File: src/rtl/inst_rom_arbiter.sv
// inst_rom_arbiter
// Shares the instruction ROM read port between the CPU fetch stage and a
// debug/loader port. CPU fetch normally wins; a starvation counter forces a
// debug slot after STARVE_MAX consecutive CPU wins against a waiting debug
// request. The ROM word is captured at the granting edge and returned to the
// winner one cycle later.
module inst_rom_arbiter #(
   parameter int ADDR_W     = 32,
   parameter int DATA_W     = 32,
   parameter int STARVE_MAX = 4
) (
   input  logic              clk,
   input  logic              rst,
   input  logic              cpu_req,
   input  logic [ADDR_W-1:0] cpu_addr,
   input  logic              cpu_flush,
   output logic              cpu_stall,
   output logic              cpu_valid,
   output logic [DATA_W-1:0] cpu_inst,
   input  logic              dbg_req,
   input  logic [ADDR_W-1:0] dbg_addr,
   output logic              dbg_gnt,
   output logic              dbg_valid,
   output logic [DATA_W-1:0] dbg_inst,
   output logic              dbg_err,
   output logic              rom_ce,
   output logic [ADDR_W-1:0] rom_addr,
   input  logic [DATA_W-1:0] rom_inst
);

   typedef enum logic [1:0] {
      OWN_NONE = 2'd0,
      OWN_CPU  = 2'd1,
      OWN_DBG  = 2'd2
   } owner_t;

   logic [3:0] starve_cnt;
   logic [3:0] starve_cnt_nxt;
   logic       starved;
   logic       dbg_win;
   logic       cpu_win;
   owner_t     owner_p1;
   owner_t     owner_nxt;
   logic       dbg_err_p1;

   // ---- stage p0: arbitration and ROM drive ----

   // Priority arbitration: debug wins when the CPU is idle or has starved it.
   always_comb begin
      starved = (starve_cnt == 4'(STARVE_MAX));
      dbg_win = dbg_req & (~cpu_req | starved);
      cpu_win = cpu_req & ~dbg_win;
   end

   // Grant and ROM outputs; forced quiet while reset is held.
   always_comb begin
      dbg_gnt   = 1'b0;
      cpu_stall = 1'b0;
      rom_ce    = 1'b0;
      rom_addr  = '0;
      if (!rst) begin
         dbg_gnt   = dbg_win;
         cpu_stall = cpu_req & ~cpu_win;
         rom_ce    = cpu_win | dbg_win;
         if (dbg_win)
            rom_addr = dbg_addr;
         else if (cpu_win)
            rom_addr = cpu_addr;
      end
   end

   // Starvation counter next value: counts CPU wins over a waiting debug request, saturating.
   always_comb begin
      starve_cnt_nxt = starve_cnt;
      if (dbg_win || !dbg_req)
         starve_cnt_nxt = 4'd0;
      else if (cpu_win && starve_cnt < 4'(STARVE_MAX))
         starve_cnt_nxt = starve_cnt + 4'd1;
   end

   // Response owner for next cycle; a CPU grant flushed in its own cycle produces no response.
   always_comb begin
      owner_nxt = OWN_NONE;
      if (dbg_win)
         owner_nxt = OWN_DBG;
      else if (cpu_win && !cpu_flush)
         owner_nxt = OWN_CPU;
   end

   // Starvation counter register.
   always_ff @(posedge clk or posedge rst) begin
      if (rst)
         starve_cnt <= 4'd0;
      else
         starve_cnt <= starve_cnt_nxt;
   end

   // ---- stage p1: registered response ----

   // Response owner and misalignment flag; reset drops any pending response.
   always_ff @(posedge clk or posedge rst) begin
      if (rst) begin
         owner_p1   <= OWN_NONE;
         dbg_err_p1 <= 1'b0;
      end else begin
         owner_p1   <= owner_nxt;
         dbg_err_p1 <= dbg_win & (dbg_addr[1:0] != 2'b00);
      end
   end

   // Capture the ROM word for the winner; the other requester's data holds.
   always_ff @(posedge clk or posedge rst) begin
      if (rst) begin
         cpu_inst <= '0;
         dbg_inst <= '0;
      end else begin
         if (owner_nxt == OWN_CPU)
            cpu_inst <= rom_inst;
         if (owner_nxt == OWN_DBG)
            dbg_inst <= rom_inst;
      end
   end

   // A flush in the response cycle kills the CPU response that is in flight.
   assign cpu_valid = (owner_p1 == OWN_CPU) & ~cpu_flush;
   assign dbg_valid = (owner_p1 == OWN_DBG);
   assign dbg_err   = dbg_err_p1;

endmodule

File: config.mk
export PLATFORM = sky130hd
export DESIGN_NAME = inst_rom_arbiter
export DESIGN_NICKNAME = d
export VERILOG_FILES = /design/src/rtl/inst_rom_arbiter.sv
export SDC_FILE = /design/constraint.sdc
export NUM_CORES = 1
export LEC_CHECK = 0
export BUFFER_PORTS_ARGS = -buffer_cell sky130_fd_sc_hd__buf_2
export CELL_PAD_IN_SITES_DETAIL_PLACEMENT = 0
export CELL_PAD_IN_SITES_GLOBAL_PLACEMENT = 2
export CORE_UTILIZATION = 27
export CTS_BUF_LIST = sky130_fd_sc_hd__clkbuf_16
export DETAILED_ROUTE_END_ITERATION = 10
export GPL_TIMING_DRIVEN = 0
export PLACE_DENSITY_LB_ADDON = 0.1
export SETUP_SLACK_MARGIN = 0.05
export SYNTH_ARGS = -nofsm -noshare
export SYNTH_HDL_FRONTEND = slang
export SYNTH_SLANG_ARGS = --single-unit
File: constraint.sdc
create_clock -name clk -period 5.54 [get_ports clk]
set_input_delay 0.554 -clock clk [delete_from_list [all_inputs] [get_ports clk]]
set_output_delay 0.554 -clock clk [all_outputs]
set_load 0.005 [all_outputs]
==> flow_summary_export.csv <==
group,metric,value,unit
sta,fmax,379,MHz
synth,syn_area_per_cell,14.6,um2
global_routing,gr-usage-met3,5.56,%
global_routing,grt_max_degree,39,
clocking,path_clk_slew,0.05,ns
power,power_leakage,2.36,nW
sta,grt_setup_unrepaired,"false",
setup_path,critical_path.startpoint,"starve_cnt[0]",
setup_path,worstSetupPathType,"flop to output port",
min_path,hold_class,"input port to asynchronous set/reset pin",
setup_path,critical-path-slowest-cell,"dfrtp_1",
die,core,11000,um2
setup_path,rr_startpoint,"starve_cnt[0]",
placed_design,placed_cells_incl_taps,555,
routing,drc_errors,0,
setup_path,rrSetupSlack,3.69,ns
cells_and_area,n_antenna_cell,0,
global_routing,use_met2,26.7,%
cells_and_area,final_nets,529,
synth,synthCells,212,
cells_and_area,fillers,1068,
synth,muxShareOfSynthArea,23.3,%
die,initial_core_util,28.2,%
routing,ant_nets,0,
cells_and_area,fin_cells,568,
placed_design,placed_area,4300,um2
clocking,clock_latency,0.32,ns
clocking,cts_tree,"yes",
synth,synth.yosys.seq_area_share,57.4,%
synth,synth_top_family_by_area,"multiplexers",
global_routing,grt.busiest_layer,"met2",
sta,worst_pin_slew,0.443,ns
routing,drtPass1Iterations,4,
setup_path,start_kind,"flop",
clocking,clock_tree.buffer_depth,2,
synth,mappedNetlistArea,3090,um2
setup_path,r2r_cells,6,
routing,drt-wirelength-per-cell,16.4,um
setup_path,crit_arrival,2.09,ns
sta,clock-skew-final,0.00552,ns
clocking,cts_resized,0,
setup_path,crit_fanout,10,
sta,finalCriticalPeriod,2.64,ns
cells_and_area,multi_input_area,1190,um2
setup_path,required,4.99,ns
clocking,cts_setup_buffers,0,
sta,setup_violations,0,
synth,synth_area_leaders,"dfrtp_1, mux2_2, a22o_1",
clocking,root_buffer,"clkbuf_16",
cells_and_area,drive_gt1_share,69.2,%
global_routing,grt_pass1_vias,2650,
routing,first_iter_violations,104,
placed_design,pre_cts_ws,3.14,ns
routing,routed_via_density,4.61,
synth,yosys.area.top_type,"dfrtp_1",
synth,syn_nets,315,
sta,slew-limit-headroom,70.5,%
clocking,htreeDepth,3,
setup_path,slowest_delay,0.39,ns
clocking,cts_buffers,9,
synth,synth-compound-area-share,10.6,%
setup_path,crit_top_cell,"buf_2",
synth,yosys.area_share.simple,3.80,%
die,die_area,11900,um2
placed_design,gp_routability_congestion,0.776,
global_routing,use_met1,16.2,%
die,fp.dieW,109,um
die,die_y,109,um
cells_and_area,seqCellArea,1780,um2
sta,hold_viol,0,
die,ios,203,
synth,synth_xor_xnor_area_share,0,%
synth,yosysUniqueCellTypes,22,
outcome,status,"completed",
die,row_count,38,
cells_and_area,final_area,4540,um2
clocking,clock-sinks,71,
clocking,cts_hold_buffers,0,
global_routing,grt_antenna_before_repair,0,
setup_path,end_kind,"output port",
placed_design,dp_hpwl,7320,um
synth,synthAdderAreaFrac,0.809,%
sta,setup_tns,0,ns
synth,yosys_warnings,0,
sta,post-route-period-util,47.7,%
routing,vias,2618,
sta,fin_ws,2.90,ns
global_routing,track_usage,15.1,%
placed_design,io_buffers,202,
setup_path,r2r-end,"dbg_inst[26]",
synth,ys_seq_elements,71,
cells_and_area,area_growth,46.9,%
routing,wl,9290,um
run,drv_cap,0,
global_routing,grt_pass1_wl,13500,um
power,peakVddDrop,0.180,mV
synth,synth_top_area_share,57.4,%
global_routing,grt-ovfl-total,0,
setup_path,path_cells,"inv_1, ha_1, nand4b_4, a21oi_2, buf_2, a22o_1, buf_2",
sta,maxSlewViolCount,0,
power,p_per_area,304,nW/um2
layout make-up:
cell class              count  area share (%)
flip-flops and latches     71            39.1
well taps                 140            3.85
repair buffers            203            22.7
plain buffers              13            2.40
clock buffers               9            4.96
clock inverters             4           0.358
inverters                   5           0.468
multi-input cells         123            26.2
per-stage QoR:
stage	power [W]	util (%)	hold WS, ns
after floorplan	0.000755	-	0.504
after global placement	0.000906	39.0	0.484
after detailed placement	0.000914	39.2	0.488
after CTS	0.00141	41.4	0.283
after global routing	0.00146	41.4	0.302
final	0.00138	41.4	0.268
critical path: cells and delay by family, from the launching register on:
family	cells	cell delay (ns)
adder cells (fa/ha/maj)	1	0.24
buffers and inverters	3	0.49
flip-flops	1	0.39
AND/OR/NAND/NOR	1	0.16
AO/OA/AOI/OAI	2	0.47
power by group:
group          internal [W]  switching, W  leakage, nW  total (W)
combinational      0.000159      0.000116         1.40   0.000274
sequential         0.000591     0.0000325        0.845   0.000623
clock              0.000289      0.000194        0.120   0.000484
registers in the layout (all words and copies together) (netlist names):
signal / flops
dbg_inst: 32
cpu_inst: 32
owner_p1: 2
starve_cnt: 4
dbg_err: 1
Yosys cell counts (all sizes together):
library cell,count
dfrtp,71
mux2,64
a22o,32
buf,13
inv,5
a21oi,4
nand2,4
nor2,3
o21ai,3
and3,2
ha,2
nor2b,2
and2,1
nand2b,1
nand3b,1
nand4b,1
nor3b,1
o21a,1
or3b,1
cell usage in the layout, fill, tap and decap left out, types with 2 or more instances in the layout:
cell type / n
dfrtp_1: 71
clkinv_1: 3
nor2_1: 3
ha_1: 2
buf_2: 208
mux2_2: 64
a21oi_1: 3
nor2b_1: 2
inv_1: 4
a22o_1: 32
and3_1: 2
clkbuf_16: 9
nand2_1: 3
o21ai_0: 3
buf_6: 7
cells by family (layout without fill, tap and decap cells):
| logic type | after synthesis | in the layout |
|---|---|---|
| compound gates | 40 | 40 |
| mux | 64 | 64 |
| buf+inv | 18 | 234 |
| simple gates | 17 | 17 |
| fa+ha+maj | 2 | 2 |
| flops | 71 | 71 |
worst max-delay path by stage:
stage / to / slack [ns] / cells past startpoint
after CTS: rom_addr[6] / 2.84 / 7
after floorplan: rom_addr[0] / 2.21 / 5
final: rom_addr[2] / 2.90 / 7
after global placement: rom_addr[2] / 1.23 / 7
after detailed placement: rom_addr[6] / 3.14 / 7
after global routing: rom_addr[5] / 2.72 / 7
per-layer routing:
| layer | vias to the layer above | wire length, um |
|---|---|---|
| li1 | 1196 | - |
| met1 | 1281 | 3510 |
| met2 | 128 | 4650 |
| met3 | 13 | 960 |
| met4 | 0 | 172 |
| met5 | - | 0 |
Power figures use the tool's default switching activity.
